**src/rtl/imem_load_ctrl.sv**
```systemverilog
// ---------------------------------------------------------------------------
// imem_load_ctrl
//
// Loads a program into the instruction memory from a byte-wide host stream
// while holding the CPU in reset. When idle (RUN), the memory port is handed
// to the CPU fetch path. During a load, four host bytes are assembled
// big-endian into one 32-bit word, written in a single WRITE cycle, and the
// process repeats until the requested word count is written. Two DRAIN
// cycles follow before the CPU is released, and done pulses on the last one.
//
// Ports
//   clk       : single clock, rising-edge active
//   rst       : synchronous, active-high reset
//   ld_start  : one-cycle request to begin (or restart) a load
//   ld_len    : words to load, sampled with ld_start (0 means 2**AW)
//   ld_valid  : host byte present
//   ld_byte   : host byte
//   ld_ready  : block accepts a byte when ld_valid && ld_ready
//   cpu_pc    : CPU fetch address (byte address)
//   cpu_inst  : instruction returned to the CPU (nop while loading)
//   cpu_rst   : holds the CPU in reset while loading
//   mem_a     : instruction-memory word address
//   mem_we    : instruction-memory write enable
//   mem_wd    : instruction-memory write data
//   mem_rd    : asynchronous instruction-memory read data
//   done      : one-cycle pulse when a load completes
// ---------------------------------------------------------------------------
module imem_load_ctrl #(
  parameter int AW = 7
) (
  input  logic          clk,
  input  logic          rst,
  input  logic          ld_start,
  input  logic [AW:0]   ld_len,
  input  logic          ld_valid,
  input  logic [7:0]    ld_byte,
  output logic          ld_ready,
  input  logic [31:0]   cpu_pc,
  output logic [31:0]   cpu_inst,
  output logic          cpu_rst,
  output logic [AW-1:0] mem_a,
  output logic          mem_we,
  output logic [31:0]   mem_wd,
  input  logic [31:0]   mem_rd,
  output logic          done
);

  typedef enum logic [1:0] {
    RUN   = 2'd0,
    LOAD  = 2'd1,
    WRITE = 2'd2,
    DRAIN = 2'd3
  } state_t;

  state_t        state;
  logic [1:0]    byte_cnt;
  logic [AW-1:0] word_cnt;
  logic [AW:0]   len_reg;
  logic [31:0]   asm_reg;
  logic          drain_cnt;

  // Index of the final word. Truncating len_reg-1 to AW bits maps a length
  // of 0 (and of 2**AW) onto the top address, so a full load needs no
  // special case and word_cnt can never wrap past the top address.
  logic [AW-1:0] last_idx;
  assign last_idx = AW'(len_reg - (AW+1)'(1));

  // Only the word-address bits of the fetch address reach the memory.
  logic unused_pc_bits;
  assign unused_pc_bits = ^{cpu_pc[31:AW+2], cpu_pc[1:0]};

  // NOTE: sequential state is written only with non-blocking assignments so
  // every register samples pre-edge values regardless of statement order.
  always_ff @(posedge clk) begin
    if (rst) begin
      state     <= RUN;
      byte_cnt  <= '0;
      word_cnt  <= '0;
      len_reg   <= '0;
      asm_reg   <= '0;
      drain_cnt <= 1'b0;
    end else begin
      case (state)
        RUN: begin
          if (ld_start) begin
            state    <= LOAD;
            byte_cnt <= '0;
            word_cnt <= '0;
            len_reg  <= ld_len;
            asm_reg  <= '0;
          end
        end

        LOAD: begin
          // A restart takes priority over a byte offered in the same cycle.
          if (ld_start) begin
            byte_cnt <= '0;
            word_cnt <= '0;
            len_reg  <= ld_len;
            asm_reg  <= '0;
          end else if (ld_valid) begin
            asm_reg  <= {asm_reg[23:0], ld_byte};
            byte_cnt <= byte_cnt + 2'd1;
            if (byte_cnt == 2'd3) begin
              state <= WRITE;
            end
          end
        end

        WRITE: begin
          if (ld_start) begin
            state    <= LOAD;
            byte_cnt <= '0;
            word_cnt <= '0;
            len_reg  <= ld_len;
            asm_reg  <= '0;
          end else if (word_cnt == last_idx) begin
            state     <= DRAIN;
            drain_cnt <= 1'b0;
          end else begin
            word_cnt <= word_cnt + AW'(1);
            state    <= LOAD;
          end
        end

        DRAIN: begin
          // ld_start is deliberately ignored here.
          if (drain_cnt) begin
            state     <= RUN;
            drain_cnt <= 1'b0;
          end else begin
            drain_cnt <= 1'b1;
          end
        end

        default: state <= RUN;
      endcase
    end
  end

  // While rst is applied the outputs already present the RUN view, so a
  // reset mid-load releases the CPU and blocks writes in the same cycle.
  logic run_view;
  assign run_view = rst || (state == RUN);

  assign mem_a    = run_view ? cpu_pc[AW+1:2] : word_cnt;
  assign cpu_inst = run_view ? mem_rd : 32'h0000_0000;
  assign cpu_rst  = !run_view;
  assign ld_ready = !rst && (state == LOAD);
  // A restart requested during WRITE suppresses that cycle's write.
  assign mem_we   = !rst && (state == WRITE) && !ld_start;
  assign mem_wd   = asm_reg;
  assign done     = !rst && (state == DRAIN) && drain_cnt;

endmodule

```
**config.mk**
```make
export PLATFORM = sky130hd
export DESIGN_NAME = imem_load_ctrl
export DESIGN_NICKNAME = d
export VERILOG_FILES = /design/src/rtl/imem_load_ctrl.sv
export SDC_FILE = /design/constraint.sdc
export NUM_CORES = 1
export LEC_CHECK = 0
export CORE_MARGIN = 4
export CORE_UTILIZATION = 41
export DETAILED_ROUTE_END_ITERATION = 7
export PLACE_DENSITY = 0.87
export SYNTH_ARGS = -nofsm -noshare
export SYNTH_HDL_FRONTEND = slang
export SYNTH_SLANG_ARGS = --single-unit
```
**constraint.sdc**
```tcl
create_clock -name clk -period 5.3 [get_ports clk]
set_input_delay 1.06 -clock clk [delete_from_list [all_inputs] [get_ports clk]]
set_output_delay 1.06 -clock clk [all_outputs]
set_load 0.1 [all_outputs]
```
==> results of run 1 <==
metrics by stage:
stage	cell area, µm²	utilization	setup WS, ns	std cells
after floorplan	2670	-	0.647	349
after global placement	3890	0.612	1.64	535
after detailed placement	3890	0.612	1.64	535
after CTS	3980	0.626	1.64	543
after global routing	3980	0.626	1.55	543
final	3980	0.626	1.63	543
routing by layer:
metal / vias up / wire length [µm] / GRT usage
met2: 96 / 3800 / 0.343
met4: 0 / 73 / 0.0440
met3: 9 / 720 / 0.0773
li1: 1424 / - / -
met1: 1291 / 3190 / 0.229
met5: - / 0 / 0
worst paths after layout:
check                          startpoint                  endpoint  slack, ns  cells past startpoint
setup / recovery                 ld_start                    mem_we       1.63                      4
hold / removal    mem_wd[25]$_SDFFE_PP0P_   mem_wd[25]$_SDFFE_PP0P_       0.46                      2
setup reg to reg  len_reg[0]$_SDFFE_PP0P_  word_cnt[0]$_SDFFE_PP0P_       2.98                      7
hold reg to reg   mem_wd[25]$_SDFFE_PP0P_   mem_wd[25]$_SDFFE_PP0P_       0.46                      2
cell type report:
type,count,area [µm²]
Tap cell,77,96.3
Sequential cell,51,1020
Clock buffer,5,68.8
Fill cell,559,2370
Timing Repair Buffer,135,1230
Multi-Input combinational cell,265,1510
Inverter,7,26.3
Clock inverter,3,22.5
power by group through the flow:
stage | registers (mW) | logic, mW | clock network, mW
3_3_place_gp | 0.403 | 0.329 | 0
3_5_place_dp | 0.403 | 0.333 | 0
6_report | 0.395 | 0.332 | 0.233
5_1_grt | 0.396 | 0.348 | 0.254
4_1_cts | 0.395 | 0.334 | 0.240
2_1_floorplan | 0.412 | 0.231 | 0
kinds of logic after synthesis:
logic type	count (synthesis)	synth area share
AOI/OAI and AO/OA	76	0.172
xor gates and xnor gates	9	0.0296
adders and majority gates	3	0.0141
buffers and inverters	33	0.0526
DFF	51	0.383
muxes	7	0.0282
and+or+nand+nor	170	0.321
cell usage in the layout (no fill, tap or decap), drive strengths merged, types with 6 or more instances in the layout:
master / count
a21oi: 45
and2: 35
buf: 47
clkdlybuf4s50: 88
dfxtp: 51
inv: 9
mux2i: 6
nand2: 58
nand3: 37
nor2: 15
nor3: 6
o21ai: 6
worst reg2reg max path, delay by kind of cell (launching register included):
kind	cells	cell delay, ns
AOI/OAI and AO/OA	3	0.96
DFF	1	0.42
muxes	1	0.31
adders and majority gates	1	0.28
and+or+nand+nor	1	0.18
buffers and inverters	1	0.08
==> results.json, run 1 <==
{
  "outcome": "finished clean",
  "synth_common_cells": "nand2_1 (58), dfxtp_1 (51), a21oi_1 (45)",
  "drive_gt1_frac": 0.131,
  "yosysMostFrequentCell": "nand2_1",
  "clk_latency_ns": 0.31,
  "yosys_warnings": 0,
  "cp.required_ns": 4.24,
  "ant_nets": 0,
  "globalplace.congestion": 0.890,
  "maxCapViolations": 0,
  "power_frac_comb": 0.346,
  "cts_inserted_buffers": 5,
  "syn_area_um2": 2670,
  "drt_iter0_markers": 129,
  "yosys.area.top_type_share": 0.383,
  "switchingPower_mw": 0.382,
  "path_cells": "clkdlybuf4s50_1, or3b_1, nor2_1, buf_4",
  "grt_pass1_wl_um": 12500,
  "crit_buf_inv": 2,
  "post-route-period-util": 0.692,
  "dpl.hpwl_um": 5650,
  "cts_hold_buf": 0,
  "die_x_um": 88.6,
  "ys_async_sr_fraction": 0,
  "peakVddDrop_mv": 0.192,
  "area_growth_pct": 49.2,
  "critical-path-top-delay-family": "buffers and inverters",
  "htree_levels": 2,
  "wl_per_cell_um": 14.3,
  "grt_overflow_total": 0,
  "cp-end-kind": "output port",
  "via_per_inst": 5.19,
  "yosys-top-cells-area": "dfxtp_1 (38%), a21oi_1 (8.4%), nand2_1 (8.2%)",
  "holdWs_ns": 0.459,
  "p_clk_frac": 0.242,
  "finalNetCount": 552,
  "drt-total-wl_um": 7790,
  "ctsLongestPathBuffers": 2,
  "cts_sinks": 51,
  "syn_nets": 436,
  "dr.pass1.iters": 4,
  "postCtsSetupBuffers": 0,
  "yosys.area.top_type": "dfxtp_1",
  "grt_setup_unrepaired": "no",
  "power_mw": 0.960,
  "die_area_um2": 7860,
  "largest_register_ffs": 32,
  "track_usage": 0.197,
  "synth_edf_count": 0,
  "power_frac_seq": 0.411,
  "leakage_nw": 1.52,
  "start_util": 0.420,
  "fin_setup_tns_ns": 0,
  "critPathKind": "in -> out",
  "fin_skew_ns": 0.0112,
  "yosysSeqAreaShare": 0.383,
  "setup-violations-final": 0,
  "pwr_density_cell_nw_per_um2": 241,
  "p_sw_frac": 0.398,
  "internal_power_mw": 0.578,
  "row_count": 29,
  "finalMaxSlewViolations": 0,
  "n_antenna_cell": 0,
  "cts_tree": "built",
  "io_buffers": 132,
  "hold_viol_final": 0,
  "path_clk_slew_ns": 0.09,
  "vias": 2820,
  "synthCells": 349,
  "die_h_um": 88.6,
  "cpPeakStageDelay_ns": 0.57,
  "syn_avg_cell_area_um2": 7.64,
  "ios": 159,
  "cp_data_arrival_time_ns": 2.61,
  "tightest_slew_ns": 1.13,
  "cts-root-buf": "clkbuf_8",
  "core_um2": 6350,
  "fmax_mhz": 273,
  "drc": 0,
  "crit_slowest_cell": "or3b_1",
  "cts.repair.resized": 0,
  "grt_antenna_before_repair": 0,
  "fin_crit_ns": 3.67,
  "synth_ff_type": "dfxtp_1",
  "ys_ff_latch": 51,
  "grt_pass1_vias": 2712,
  "synth.distinct_cells": 47,
  "hold_class": "reg -> reg",
  "cp-start-kind": "input port",
  "grt_start_max_net_pins": 58,
  "worst-path-max-fanout": 9,
  "slew-limit-headroom": 0.244
}
(Power assumes the default switching activity.)
==> run 2: changes to the inputs <==
--- a/config.mk
+++ b/config.mk
@@ -6,9 +6,9 @@
 export NUM_CORES = 1
 export LEC_CHECK = 0
 export CORE_MARGIN = 4
-export CORE_UTILIZATION = 41
+export CORE_UTILIZATION = 38
 export DETAILED_ROUTE_END_ITERATION = 7
-export PLACE_DENSITY = 0.87
+export PLACE_DENSITY = 0.81
 export SYNTH_ARGS = -nofsm -noshare
 export SYNTH_HDL_FRONTEND = slang
 export SYNTH_SLANG_ARGS = --single-unit
==> constraint.sdc (replaced) <==
create_clock -name clk -period 3.8 [get_ports clk]
set_input_delay 0.76 -clock clk [delete_from_list [all_inputs] [get_ports clk]]
set_output_delay 0.76 -clock clk [all_outputs]
set_load 0.1 [all_outputs]
==> results.json, run 2 (same netlist as run 1, synthesis figures left out) <==
{
  "grt_pass1_wl_um": 13300,
  "holdWs_ns": 0.456,
  "cp.depth": 4,
  "leakage_nw": 1.71,
  "instances_no_fill": 565,
  "drive_gt1_frac": 0.139,
  "layout_commonest_cell": "clkdlybuf4s50_1",
  "die_h_um": 91.8,
  "largest_register_ffs": 32,
  "cp.required_ns": 3.04,
  "n_antenna_cell": 0,
  "peakVddDrop_mv": 0.271,
  "grt_antenna_before_repair": 0,
  "cts_tree": "built",
  "drt_iter0_markers": 170,
  "ctsLongestPathBuffers": 2,
  "hold_viol_final": 0,
  "cts_inserted_buffers": 5,
  "pre_cts_ws_ns": 0.743,
  "track_usage": 0.190,
  "area_growth_pct": 70.4,
  "via_per_inst": 5.03,
  "cts_sinks": 51,
  "critPathKind": "in -> out",
  "drc": 0,
  "cts-root-buf": "clkbuf_8",
  "post-route-period-util": 0.806,
  "cts.repair.resized": 0,
  "hold_class": "reg -> reg",
  "nFillCells": 548,
  "reg2reg_to": "word_cnt[0]$_SDFFE_PP0P_",
  "globalplace.congestion": 0.866,
  "crit_buf_inv": 2,
  "crit_slowest_cell": "or3b_1",
  "ios": 159,
  "critical-path-top-delay-family": "simple AND/OR/NAND/NOR gates",
  "start_util": 0.392,
  "startpoint": "ld_start",
  "seqCellArea_um2": 1020,
  "fmax_mhz": 327,
  "finalMaxSlewViolations": 0,
  "dpl.hpwl_um": 6270,
  "tightest_slew_ns": 0.997,
  "vias": 2844,
  "drt-total-wl_um": 8310,
  "dr.pass1.iters": 4,
  "path_cells": "clkdlybuf4s50_1, or3b_1, nor2_1, buf_12",
  "die_area_um2": 8420,
  "worstSetupEndpoint": "mem_we",
  "io_buffers": 132,
  "outcome": "finished clean",
  "grt_pass1_vias": 2698,
  "worst-r2r-cell-count": 7,
  "cpPeakStageDelay_ns": 0.57,
  "die_x_um": 91.8,
  "pwr_density_cell_nw_per_um2": 314,
  "postCtsSetupBuffers": 0,
  "setup-violations-final": 0,
  "grt_overflow_total": 0,
  "cts_hold_buf": 0,
  "cp-start-kind": "input port",
  "row_count": 30,
  "post-place-cells": 557,
  "slew-limit-headroom": 0.333,
  "r2r_slack_ns": 1.52,
  "cp-end-kind": "output port",
  "grt_setup_unrepaired": "no",
  "core_um2": 6790,
  "grt_start_max_net_pins": 58,
  "wl_per_cell_um": 14.7,
  "path_clk_slew_ns": 0.10,
  "multiInputGateArea_um2": 1520,
  "final_cell_mix": "clkdlybuf4s50_1 (88), nand2_1 (58), dfxtp_1 (51)",
  "ant_nets": 0,
  "fin_skew_ns": 0.00633,
  "cp_data_arrival_time_ns": 2.30,
  "crit-reg2reg-launch": "len_reg[0]$_SDFFE_PP0P_",
  "setup_ws_ns": 0.738,
  "htree_levels": 2,
  "fin_crit_ns": 3.06,
  "maxCapViolations": 0,
  "finalNetCount": 555,
  "worst-path-max-fanout": 9,
  "clk_latency_ns": 0.31
}
run 2: cell types whose count changed in the layout (fill, tap and decap cells not counted), sizes merged:
| cell | change |
|---|---|
| clkinvlp | +1 |
| buf | +3 |
| inv | -1 |
run 2: report_power, final:
part | switching, mW | internal, mW
combinational | 0.349 | 0.207
clock | 0.187 | 0.133
sequential | 0.00829 | 0.542
run 2: routing by layer:
layer,vias up,track usage,wire [µm]
li1,1435,-,-
met1,1322,0.231,3450
met2,85,0.344,4360
met3,2,0.0443,471
met4,0,0.0309,20
met5,-,0,0
run 2: worst min path at each step:
stage / cells past startpoint / end / slack, ns / startpoint
finish: 2 / mem_wd[26]$_SDFFE_PP0P_ / 0.46 / mem_wd[26]$_SDFFE_PP0P_
global route: 2 / mem_wd[26]$_SDFFE_PP0P_ / 0.48 / mem_wd[26]$_SDFFE_PP0P_
CTS: 2 / mem_wd[26]$_SDFFE_PP0P_ / 0.46 / mem_wd[26]$_SDFFE_PP0P_
detailed placement: 2 / mem_wd[26]$_SDFFE_PP0P_ / 0.44 / mem_wd[26]$_SDFFE_PP0P_
global placement: 2 / mem_wd[29]$_SDFFE_PP0P_ / 0.44 / mem_wd[29]$_SDFFE_PP0P_
floorplan: 2 / byte_cnt[1]$_SDFFE_PP0P_ / 0.44 / byte_cnt[1]$_SDFFE_PP0P_
run 2: worst min-delay path: stages, from the launching register on:
cell	delay, ns
dfxtp_1	0.32
nand2_1	0.05
a21oi_1	0.05
run 2: cell type report:
class	instances	share of cell area
repair buffers	138	0.389
well taps	96	0.0264
inverters	7	0.00578
multi-input cells	265	0.334
clock inverters	3	0.00523
clock buffers	5	0.0151
flip-flops and latches	51	0.225
run 2: stage by stage:
| stage | area [µm²] | TNS (ns) | power (mW) | util |
|---|---|---|---|---|
| after floorplan | 2670 | -0.645 | 0.896 | - |
| after global placement | 4450 | 0 | 1.11 | 0.655 |
| after detailed placement | 4450 | 0 | 1.12 | 0.655 |
| after CTS | 4540 | 0 | 1.44 | 0.669 |
| after global routing | 4540 | 0 | 1.48 | 0.669 |
| final | 4540 | 0 | 1.43 | 0.669 |
